==> src/rtl/cs_rr_scheduler.sv <==
// Round-robin scheduler driving a shared 74138-style decoder: SETUP, ACTIVE, RECOVER per grant.
// Outputs registered; select valid 1 cycle after request sampled, grant/enables 2 cycles after; no backpressure.
module cs_rr_scheduler #(
  parameter int TIMEOUT_CYCLES = 255
) (
  input  logic       clk_i,
  input  logic       rst_i,
  input  logic [7:0] req_i,
  input  logic       done_i,
  output logic       select_a_o,
  output logic       select_b_o,
  output logic       select_c_o,
  output logic       g1_en_o,
  output logic       g2a_en_n_o,
  output logic       g2b_en_n_o,
  output logic [7:0] grant_o,
  output logic       busy_o,
  output logic       timeout_o
);

  localparam int CW = $clog2(TIMEOUT_CYCLES + 1);
  localparam logic [CW-1:0] CNT_LAST = CW'(TIMEOUT_CYCLES - 1);

  typedef enum logic [1:0] {
    IDLE    = 2'd0,
    SETUP   = 2'd1,
    ACTIVE  = 2'd2,
    RECOVER = 2'd3
  } state_e;

  state_e        state_q, state_d;
  logic [2:0]    ptr_q, ptr_d;
  logic [2:0]    sel_q, sel_d;
  logic [CW-1:0] cnt_q, cnt_d;

  logic [2:0]    select_q, select_d;
  logic          en_q, en_d;
  logic [7:0]    grant_q, grant_d;
  logic          busy_q, busy_d;
  logic          timeout_q, timeout_d;

  logic          win_vld;
  logic [2:0]    win_idx;

  // Scan from the top offset down so the lowest offset from ptr is the last to stick.
  always_comb begin
    win_vld = 1'b0;
    win_idx = 3'd0;
    for (int i = 7; i >= 0; i--) begin
      if (req_i[ptr_q + 3'(i)]) begin
        win_vld = 1'b1;
        win_idx = ptr_q + 3'(i);
      end
    end
  end

  always_ff @(posedge clk_i) begin
    if (rst_i) begin
      state_q   <= IDLE;
      ptr_q     <= 3'd0;
      sel_q     <= 3'd0;
      cnt_q     <= '0;
      select_q  <= 3'd0;
      en_q      <= 1'b0;
      grant_q   <= 8'd0;
      busy_q    <= 1'b0;
      timeout_q <= 1'b0;
    end else begin
      state_q   <= state_d;
      ptr_q     <= ptr_d;
      sel_q     <= sel_d;
      cnt_q     <= cnt_d;
      select_q  <= select_d;
      en_q      <= en_d;
      grant_q   <= grant_d;
      busy_q    <= busy_d;
      timeout_q <= timeout_d;
    end
  end

  always_comb begin
    state_d = state_q;
    ptr_d   = ptr_q;
    sel_d   = sel_q;
    cnt_d   = cnt_q;
    case (state_q)
      IDLE, RECOVER: begin
        if (win_vld) begin
          state_d = SETUP;
          sel_d   = win_idx;
          ptr_d   = win_idx + 3'd1;
        end else begin
          state_d = IDLE;
        end
      end
      SETUP: begin
        state_d = ACTIVE;
        cnt_d   = '0;
      end
      ACTIVE: begin
        cnt_d = cnt_q + CW'(1);
        if (done_i || (cnt_q == CNT_LAST)) begin
          state_d = RECOVER;
        end
      end
      default: state_d = IDLE;
    endcase
  end

  // Output flops are loaded from the next state so they line up with the state register.
  always_comb begin
    select_d  = sel_d;
    en_d      = (state_d == ACTIVE);
    grant_d   = (state_d == ACTIVE) ? (8'd1 << sel_d) : 8'd0;
    busy_d    = (state_d != IDLE);
    timeout_d = (state_q == ACTIVE) && !done_i && (cnt_q == CNT_LAST);
  end

  assign select_a_o = select_q[0];
  assign select_b_o = select_q[1];
  assign select_c_o = select_q[2];
  assign g1_en_o    = en_q;
  assign g2a_en_n_o = ~en_q;
  assign g2b_en_n_o = ~en_q;
  assign grant_o    = grant_q;
  assign busy_o     = busy_q;
  assign timeout_o  = timeout_q;

endmodule

==> config.mk <==
export PLATFORM = sky130hd
export DESIGN_NAME = cs_rr_scheduler
export DESIGN_NICKNAME = d
export VERILOG_FILES = /design/src/rtl/cs_rr_scheduler.sv
export SDC_FILE = /design/constraint.sdc
export NUM_CORES = 1
export LEC_CHECK = 0
export BUFFER_PORTS_ARGS = -buffer_cell sky130_fd_sc_hd__buf_2
export CELL_PAD_IN_SITES_DETAIL_PLACEMENT = 1
export CELL_PAD_IN_SITES_GLOBAL_PLACEMENT = 2
export CORE_MARGIN = 2
export CORE_UTILIZATION = 40
export CTS_BUF_LIST = sky130_fd_sc_hd__clkbuf_8
export DETAILED_ROUTE_END_ITERATION = 6
export PLACE_DENSITY_LB_ADDON = 0.1
export REMOVE_ABC_BUFFERS = 1
export SYNTH_ARGS = -nofsm -noshare
export SYNTH_HDL_FRONTEND = slang
export SYNTH_SLANG_ARGS = --single-unit
==> constraint.sdc <==
create_clock -name clk_i -period 7.9 [get_ports clk_i]
set_clock_uncertainty 0.1 [all_clocks]
set_input_delay 0.79 -clock clk_i [delete_from_list [all_inputs] [get_ports clk_i]]
set_output_delay 0.79 -clock clk_i [all_outputs]
set_load 0.02 [all_outputs]
==> qor.yml, run 1 <==
outcome: "finished clean"
fin_nets: 252
grt_pass1_wl_um: 8670
min_from: "cnt_q[5]$_SDFFE_PP0N_"
intPower_w: 0.000493
routed_wl_um: 5340
ir_drop_mv: 0.205
highest-signal-layer: "met4"
syn_to_final_growth_pct: 9.92
hold_viol_final: 0
cts_setup_buffers: 0
synth.distinct_cells: 62
rows: 26
ios: 27
gr-total-overflow: 0
p_per_area_mw_per_mm2: 428
synth_top_area_share_pct: 26.3
die_w_um: 75.7
cpPeakStageDelay_ns: 0.90
relSlewSlack_pct: 42.2
wl_met1_um: 2470
die_y_um: 75.7
required_ns: 7.99
tns_ns: 0
worstHoldPathCells: 2
total_leakage_power_nw: 0.885
dr.pass1.iters: 4
grt_max_degree: 22
gp_congestion: 0.894
maxCapViolCount: 0
ys_seq_area_share_pct: 26.3
worstReg2RegEnd: "grant_o[0]$_SDFF_PP0_"
p_comb_share_pct: 71.0
async_flop_share_pct: 0
vias_per_cell: 5.71
root_buffer: "clkbuf_8"
worst_hold_slack_ns: 0.412
htreeDepth: 1
syn_area_per_cell_um2: 9.52
r2r_setup_slack_ns: 3.63
drc_errors: 0
switching_power_w: 0.000474
endpoint_kind: "flip-flop"
hold_buffers: 0
ff2ff_path_depth: 9
start_util_pct: 40.8
rsz0062_at_grt: "false"
antenna_found_initial: 0
finalCoreUtilization_pct: 44.8
crit_type: "reg -> reg"
grt_use_total_pct: 20.0
p_clk_share_pct: 8.3
portBuffers: 26
cp.arrival_ns: 4.37
min_period_ns: 4.27
avgRoutedWirePerCell_um: 17.5
n_antenna_cell: 0
syn_inst: 216
cp_max_fo: 21
vias: 1743
yosysWarnings: 0
hpwl_um: 4100
wl_met3_um: 129
path_cells: "inv_1 > ha_1 > mux4_1 > mux2_4 > nand4b_4 > a211oi_2 > or2b_1 > mux2i_2 > nor3b_1"
cts_tree: "done"
route.met2.wl_um: 2700
whs_endpoint: "cnt_q[5]$_SDFFE_PP0N_"
synth_area_leaders: "dfxtp_1 26%, mux4_2 11%, mux2_2 4.4%"
grt_pass1_vias: 1741
synth_top_area_cell: "dfxtp_1"
core_mm2: 0.00504
critPathLaunchType: "flip-flop"
cts_made_buffers: 3
critPathSlowestCell: "dfxtp_1"
max_freq_mhz: 234
drive_above_1_share_pct: 26.0
synth-seq-cells: 27
cts.sinks: 27
clk_pin_slew_worst_paths_ns: 0.10
dieArea_mm2: 0.00573
min_period_over_period_pct: 54.1
antenna_left: 0
seq_power_share_pct: 20.7
fillers: 606
drt-initial-drc-count: 115
synth_edf_count: 0
hold_path_class: "reg -> reg"
syn-cell-area_mm2: 0.00206
cts_resized: 0
tightest_slew_ns: 0.866
synth_ff_type: "dfxtp_1"
switching_share_pct: 49.0
slew_viol_final: 0
clockBufferDepth: 2
r2r_start: "ptr_q[0]$_SDFFE_PP0P_"
clk_latency_ns: 0.27
setup_viol: 0
flip-flops by register name, summed over array words and instances (netlist names):
signal	flops
state_q	2
timeout_o	1
cnt_q	8
grant_o	8
ptr_q	3
busy_o	1
select_q	3
g1_en_o	1
Yosys cell counts, drive strengths merged, types with 2 or more instances:
library cell,number
a21oi,8
and3,3
clkbuf,4
xor2,7
a211oi,2
a221oi,3
ha,5
and3b,2
buf,8
a211o,2
or3,2
a22oi,3
dfxtp,27
nor2b,7
mux2i,8
nor3,5
mux2,11
o21ai,8
nand2b,3
and2,2
nand3,11
nor2,23
o31ai,4
nor4,2
nand2,7
o21a,2
inv,9
nor3b,4
a21o,3
o31a,2
mux4,11
a22o,4
per-stage QoR:
step / cell area, um2 / setup slack (ns) / total power [W] / cells
2_1_floorplan: 1980 / 4.19 / 0.000731 / 204
3_3_place_gp: 2210 / 3.85 / 0.000866 / 301
3_5_place_dp: 2210 / 3.68 / 0.000888 / 301
4_1_cts: 2260 / 3.65 / 0.000973 / 305
6_report: 2260 / 3.63 / 0.000967 / 305
5_1_grt: 2260 / 3.29 / 0.00105 / 305
cells by family (layout without fill, tap and decap cells):
logic type / Yosys count / after routing / synth area share [%]
and+or+nand+nor: 75 / 75 / 20.5
AOI/OAI and AO/OA: 50 / 50 / 18.2
muxes: 30 / 30 / 23.1
DFF: 27 / 27 / 26.3
buffers and inverters: 21 / 40 / 5.11
xor gates and xnor gates: 8 / 8 / 3.77
adders and majority gates: 5 / 5 / 3.04
power groups by stage:
| stage | combinational (W) | sequential (W) | clock (W) |
|---|---|---|---|
| after floorplan | 0.000509 | 0.000222 | 0 |
| after global placement | 0.000665 | 0.000202 | 0 |
| after detailed placement | 0.000684 | 0.000204 | 0 |
| after CTS | 0.000688 | 0.000200 | 0.0000852 |
| after global routing | 0.000753 | 0.000207 | 0.0000911 |
| final | 0.000686 | 0.000200 | 0.0000806 |
worst max path at each step:
stage,startpoint,end,slack [ns],depth (start not counted)
finish,ptr_q[0]$_SDFFE_PP0P_,grant_o[0]$_SDFF_PP0_,3.63,9
floorplan,ptr_q[1]$_SDFFE_PP0P_,grant_o[4]$_SDFF_PP0_,4.19,9
global placement,ptr_q[0]$_SDFFE_PP0P_,grant_o[0]$_SDFF_PP0_,3.85,9
detailed placement,ptr_q[0]$_SDFFE_PP0P_,grant_o[0]$_SDFF_PP0_,3.68,9
CTS,ptr_q[0]$_SDFFE_PP0P_,grant_o[0]$_SDFF_PP0_,3.65,9
global route,ptr_q[0]$_SDFFE_PP0P_,grant_o[0]$_SDFF_PP0_,3.29,9
per-layer routing:
layer  GRT usage [%]  vias up
li1                -      853
met1            28.9      863
met2            32.3       23
met3            3.31        4
met4            2.92        0
met5               0        -
cells in the final DEF, fill, tap and decap left out, types with 3 or more instances in the layout:
cell type	netlist	routed
a21o_1	3	3
a21oi_1	8	8
a221oi_1	3	3
a22o_1	4	4
a22oi_1	3	3
and3_1	3	3
buf_2	3	26
clkbuf_8	0	3
dfxtp_1	27	27
ha_1	5	5
inv_1	8	8
mux2_2	8	8
mux2i_1	6	6
mux4_2	10	10
nand2_1	7	7
nand2b_1	3	3
nand3_1	11	11
nor2_1	23	23
nor2b_1	7	7
nor3_1	5	5
o21ai_0	7	7
o31ai_1	3	3
xor2_1	6	6
worst max-delay path: cells and delay by family, from the launching register on:
family                   cells  cell delay (ns)
multiplexers                 3             1.40
adder cells (fa/ha/maj)      1             0.57
buffers and inverters        1             0.10
AND/OR/NAND/NOR              3             0.85
AO/OA/AOI/OAI                1             0.27
flip-flops                   1             0.90
area by class of cell:
class	count	area (um2)	share of cell area, %
Timing Repair Buffer	27	138	6.09
Clock inverter	1	8.76	0.388
Sequential cell	27	541	23.9
Tap cell	70	87.6	3.88
Inverter	9	33.8	1.50
Clock buffer	3	41.3	1.83
Multi-Input combinational cell	168	1410	62.4
No activity file was read; power rests on OpenSTA's default activity.
==> inputs of run 2 (changes only) <==
CORE_UTILIZATION = 37   (was 40)
clock period = 4.3 ns   (was 7.9 ns; I/O delays follow)
==> qor.yml, run 2 (synthesis gave the netlist of run 1 again) <==
outcome: "finished clean"  # unchanged
hold_path_class: "in -> reg"  # was reg -> reg
slew_viol_final: 0  # unchanged
gr-total-overflow: 0  # unchanged
grt_pass1_wl_um: 9450  # was 8670 um
worstHoldPathCells: 2  # unchanged
r2r_start: "ptr_q[1]$_SDFFE_PP0P_"  # was ptr_q[0]$_SDFFE_PP0P_
core_mm2: 0.00544  # was 0.00504 mm2
cts_tree: "done"  # unchanged
rows: 27  # was 26
cp_max_fo: 12  # was 21
htreeDepth: 1  # unchanged
grt_use_total_pct: 19.2  # was 20.0%
grt_max_degree: 21  # was 22
die_y_um: 78.5  # was 75.7 um
n_antenna_cell: 0  # unchanged
relSlewSlack_pct: 46.2  # was 42.2%
p_per_area_mw_per_mm2: 790  # was 428 mW/mm2
avgRoutedWirePerCell_um: 18.2  # was 17.5 um
min_period_over_period_pct: 86.1  # was 54.1%
finalCoreUtilization_pct: 41.9  # was 44.8%
crit_type: "reg -> reg"  # unchanged
dieArea_mm2: 0.00617  # was 0.00573 mm2
critPathLaunchType: "flip-flop"  # unchanged
rsz0062_at_grt: "false"  # unchanged
portBuffers: 26  # unchanged
cts_setup_buffers: 0  # unchanged
r2r_setup_slack_ns: 0.60  # was 3.63 ns
max_freq_mhz: 270  # was 234 MHz
drt-initial-drc-count: 85  # was 115
total_leakage_power_nw: 0.899  # was 0.885 nW
setup_viol: 0  # unchanged
cts_made_buffers: 3  # unchanged
hold_viol_final: 0  # unchanged
routed_wl_um: 5640  # was 5340 um
antenna_found_initial: 0  # unchanged
vias_per_cell: 5.93  # was 5.71
ir_drop_mv: 0.311  # was 0.205 mV
maxCapViolCount: 0  # unchanged
drc_errors: 0  # unchanged
grt_pass1_vias: 1866  # was 1741
start_util_pct: 37.8  # was 40.8%
ios: 27  # unchanged
cp.arrival_ns: 3.79  # was 4.37 ns
worstReg2RegEnd: "grant_o[4]$_SDFF_PP0_"  # was grant_o[0]$_SDFF_PP0_
min_period_ns: 3.70  # was 4.27 ns
cts.sinks: 27  # unchanged
hpwl_um: 4340  # was 4100 um
tightest_slew_ns: 0.806  # was 0.866 ns
root_buffer: "clkbuf_8"  # unchanged
vias: 1838  # was 1743
syn_to_final_growth_pct: 11.0  # was 9.92%
final_common_cell: "dfxtp_1"  # unchanged
hold_buffers: 0  # unchanged
fillers: 654  # was 606
tns_ns: 0  # unchanged
clk_pin_slew_worst_paths_ns: 0.09  # was 0.10 ns
ff2ff_path_depth: 9  # unchanged
required_ns: 4.39  # was 7.99 ns
final_cell_mix: "27 x dfxtp_1, 26 x buf_2, 23 x nor2_1"  # unchanged
clk_latency_ns: 0.27  # about the same
cts_resized: 0  # unchanged
clockBufferDepth: 2  # unchanged
seqCellArea_um2: 541  # unchanged
dp_slack_ns: 0.615  # was 3.68 ns
finalWorstSetupSlack_ns: 0.598  # was 3.63 ns
die_w_um: 78.5  # was 75.7 um
dr.pass1.iters: 5  # was 4
whs_endpoint: "select_q[2]$_SDFF_PP0_"  # was cnt_q[5]$_SDFFE_PP0N_
drive_above_1_share_pct: 26.9  # was 26.0%
gp_congestion: 0.817  # was 0.894
total_power_w: 0.00180  # was 0.000967 W
multi_input_area_mm2: 0.00141  # unchanged
fin_nets: 255  # was 252
min_from: "rst_i"  # was cnt_q[5]$_SDFFE_PP0N_
antenna_left: 0  # unchanged
endpoint_kind: "flip-flop"  # unchanged
run 2: routing by layer:
metal | vias up | global-route usage (%) | wire length [um]
met5 | - | 0 | 0
met4 | 0 | 2.81 | 31
met3 | 4 | 3.56 | 249
met2 | 33 | 31.5 | 2730
met1 | 943 | 27.0 | 2630
li1 | 858 | - | -
run 2: worst max-delay path by stage:
| stage | start | to | slack, ns | cells past startpoint |
|---|---|---|---|---|
| finish | ptr_q[1]$_SDFFE_PP0P_ | grant_o[4]$_SDFF_PP0_ | 0.60 | 9 |
| global route | ptr_q[1]$_SDFFE_PP0P_ | grant_o[0]$_SDFF_PP0_ | 0.36 | 9 |
| CTS | ptr_q[1]$_SDFFE_PP0P_ | grant_o[4]$_SDFF_PP0_ | 0.60 | 9 |
| detailed placement | ptr_q[1]$_SDFFE_PP0P_ | grant_o[4]$_SDFF_PP0_ | 0.62 | 9 |
| global placement | ptr_q[1]$_SDFFE_PP0P_ | grant_o[0]$_SDFF_PP0_ | 0.82 | 9 |
| floorplan | ptr_q[1]$_SDFFE_PP0P_ | grant_o[4]$_SDFF_PP0_ | 0.59 | 9 |
run 2: where the power goes:
group / internal (W) / leakage [nW] / switching, W / total, W
Sequential: 0.000303 / 0.220 / 0.0000329 / 0.000336
Combinational: 0.000546 / 0.653 / 0.000780 / 0.00133
Clock: 0.0000648 / 0.0255 / 0.0000765 / 0.000141
run 2: cell type report:
type	count	area share, %
clock inverter	1	0.219
inverter	9	1.48
clock buffer	3	1.81
timing repair buffer	30	7.02
tap	72	3.95
sequential	27	23.7
multi-input combinational	168	61.8
run 2: metrics by stage:
step	cells	area [um2]	hold WS, ns
after floorplan	204	1980	0.354
after global routing	310	2280	0.387
after global placement	306	2230	0.364
final	310	2280	0.380
after CTS	310	2280	0.374
after detailed placement	306	2230	0.391
run 2: worst max-delay path, stage by stage (launching register included):
cell	delay (ns)
dfxtp_1	0.35
inv_2	0.09
ha_1	0.57
mux4_1	0.51
mux2_4	0.35
nand4b_4	0.18
a211oi_2	0.26
or2b_1	0.42
mux2i_2	0.51
nor3b_1	0.25
==> inputs of run 3 (changes only) <==
CORE_UTILIZATION = 36   (was 37)
CTS_BUF_LIST = sky130_fd_sc_hd__clkbuf_16   (was sky130_fd_sc_hd__clkbuf_8)
==> qor.yml, run 3 (synthesis gave the netlist of run 1 again) <==
vias_per_cell: 5.72  # was 5.93
rsz0062_at_grt: "false"  # unchanged
total_power_w: 0.00185  # was 0.00180 W
worstReg2RegEnd: "grant_o[0]$_SDFF_PP0_"  # was grant_o[4]$_SDFF_PP0_
antenna_found_initial: 0  # unchanged
finalCoreUtilization_pct: 41.9  # about the same
hold_path_class: "in -> reg"  # unchanged
ff2ff_path_depth: 9  # unchanged
total_leakage_power_nw: 0.909  # was 0.899 nW
hold_viol_final: 0  # unchanged
critPathLaunchType: "flip-flop"  # unchanged
max_freq_mhz: 276  # was 270 MHz
ir_drop_mv: 0.241  # was 0.311 mV
cts_resized: 0  # unchanged
die_w_um: 79.6  # was 78.5 um
drive_above_1_share_pct: 26.6  # was 26.9%
min_from: "rst_i"  # unchanged
dr.pass1.iters: 4  # was 5
cts.sinks: 27  # unchanged
outcome: "finished clean"  # unchanged
cp_max_fo: 12  # unchanged
ios: 27  # unchanged
cts_made_buffers: 3  # unchanged
grt_use_total_pct: 17.7  # was 19.2%
vias: 1769  # was 1838
min_period_ns: 3.62  # was 3.70 ns
clk_latency_ns: 0.26  # was 0.27 ns
clk_pin_slew_worst_paths_ns: 0.06  # was 0.09 ns
drc_errors: 0  # unchanged
cts_tree: "done"  # unchanged
slew_viol_final: 0  # unchanged
cts_setup_buffers: 0  # unchanged
r2r_start: "ptr_q[1]$_SDFFE_PP0P_"  # unchanged
routed_wl_um: 5400  # was 5640 um
placed_area_mm2: 0.00223  # about the same
avgRoutedWirePerCell_um: 17.5  # was 18.2 um
design_area_mm2: 0.00231  # was 0.00228 mm2
start_util_pct: 37.3  # was 37.8%
hpwl_um: 4150  # was 4340 um
relSlewSlack_pct: 51.9  # was 46.2%
root_buffer: "clkbuf_16"  # was clkbuf_8
clockBufferDepth: 2  # unchanged
tightest_slew_ns: 0.721  # was 0.806 ns
setup_viol: 0  # unchanged
fillers: 653  # was 654
min_period_over_period_pct: 84.2  # was 86.1%
hold_buffers: 0  # unchanged
whs_endpoint: "select_q[2]$_SDFF_PP0_"  # unchanged
dieArea_mm2: 0.00633  # was 0.00617 mm2
final_cell_mix: "27 x dfxtp_1, 26 x buf_2, 23 x nor2_1"  # unchanged
required_ns: 4.38  # was 4.39 ns
cp.arrival_ns: 3.70  # was 3.79 ns
antenna_left: 0  # unchanged
r2r_setup_slack_ns: 0.68  # was 0.60 ns
n_antenna_cell: 0  # unchanged
gp_congestion: 0.832  # was 0.817
grt_pass1_vias: 1769  # was 1866
die_y_um: 79.6  # was 78.5 um
final_common_cell: "dfxtp_1"  # unchanged
crit_type: "reg -> reg"  # unchanged
tns_ns: 0  # unchanged
drt-initial-drc-count: 65  # was 85
syn_to_final_growth_pct: 12.2  # was 11.0%
maxCapViolCount: 0  # unchanged
portBuffers: 26  # unchanged
fin_nets: 254  # was 255
gr-total-overflow: 0  # unchanged
rows: 27  # unchanged
endpoint_kind: "flip-flop"  # unchanged
grt_pass1_wl_um: 8940  # was 9450 um
core_mm2: 0.00551  # was 0.00544 mm2
p_per_area_mw_per_mm2: 800  # was 790 mW/mm2
worstHoldPathCells: 2  # unchanged
htreeDepth: 1  # unchanged
grt_max_degree: 21  # unchanged
-- run 3: worst max path at each step --
stage | startpoint | endpoint | slack [ns] | cells after the start
final | ptr_q[1]$_SDFFE_PP0P_ | grant_o[0]$_SDFF_PP0_ | 0.68 | 9
after global routing | ptr_q[1]$_SDFFE_PP0P_ | grant_o[0]$_SDFF_PP0_ | 0.32 | 9
after CTS | ptr_q[1]$_SDFFE_PP0P_ | grant_o[4]$_SDFF_PP0_ | 0.66 | 9
after detailed placement | ptr_q[1]$_SDFFE_PP0P_ | grant_o[4]$_SDFF_PP0_ | 0.68 | 9
after global placement | ptr_q[1]$_SDFFE_PP0P_ | grant_o[4]$_SDFF_PP0_ | 0.85 | 9
after floorplan | ptr_q[1]$_SDFFE_PP0P_ | grant_o[4]$_SDFF_PP0_ | 0.59 | 9
-- run 3: worst max-delay path, cell delays in order (launching register included) --
cell and delay [ns]:
dfxtp_1 0.34, inv_2 0.09, ha_1 0.56, mux4_1 0.50
mux2_4 0.35, nand4b_4 0.17, a211oi_2 0.29, or2b_1 0.42
mux2i_2 0.49, nor3b_1 0.23
-- run 3: metal layers --
layer | part of all wire (%) | global-route usage (%)
met1 | 48 | 24.3
met2 | 48 | 30.4
met3 | 3.0 | 2.49
met4 | 0.074 | 1.72
met5 | 0 | 0
-- run 3: power breakdown --
| part | internal [W] | total (W) | switching [W] | leakage, nW |
|---|---|---|---|---|
| clock | 0.000125 | 0.000206 | 0.0000809 | 0.0409 |
| sequential | 0.000303 | 0.000347 | 0.0000438 | 0.220 |
| combinational | 0.000542 | 0.00129 | 0.000750 | 0.648 |
| total | 0.000971 | 0.00185 | 0.000875 | 0.909 |
-- run 3: layout make-up --
class	instances	area, um2	share of cell area [%]
Multi-Input combinational cell	168	1410	61.1
Sequential cell	27	541	23.4
Timing Repair Buffer	29	153	6.62
Tap cell	72	90.1	3.90
Clock buffer	3	75.1	3.25
Inverter	9	33.8	1.46
Clock inverter	1	5.00	0.217
-- run 3: stage by stage --
step	hold WS, ns	setup WS [ns]	std cells
2_1_floorplan	0.354	0.593	204
6_report	0.386	0.680	309
3_5_place_dp	0.382	0.680	305
3_3_place_gp	0.363	0.848	305
4_1_cts	0.386	0.658	309
5_1_grt	0.408	0.322	309
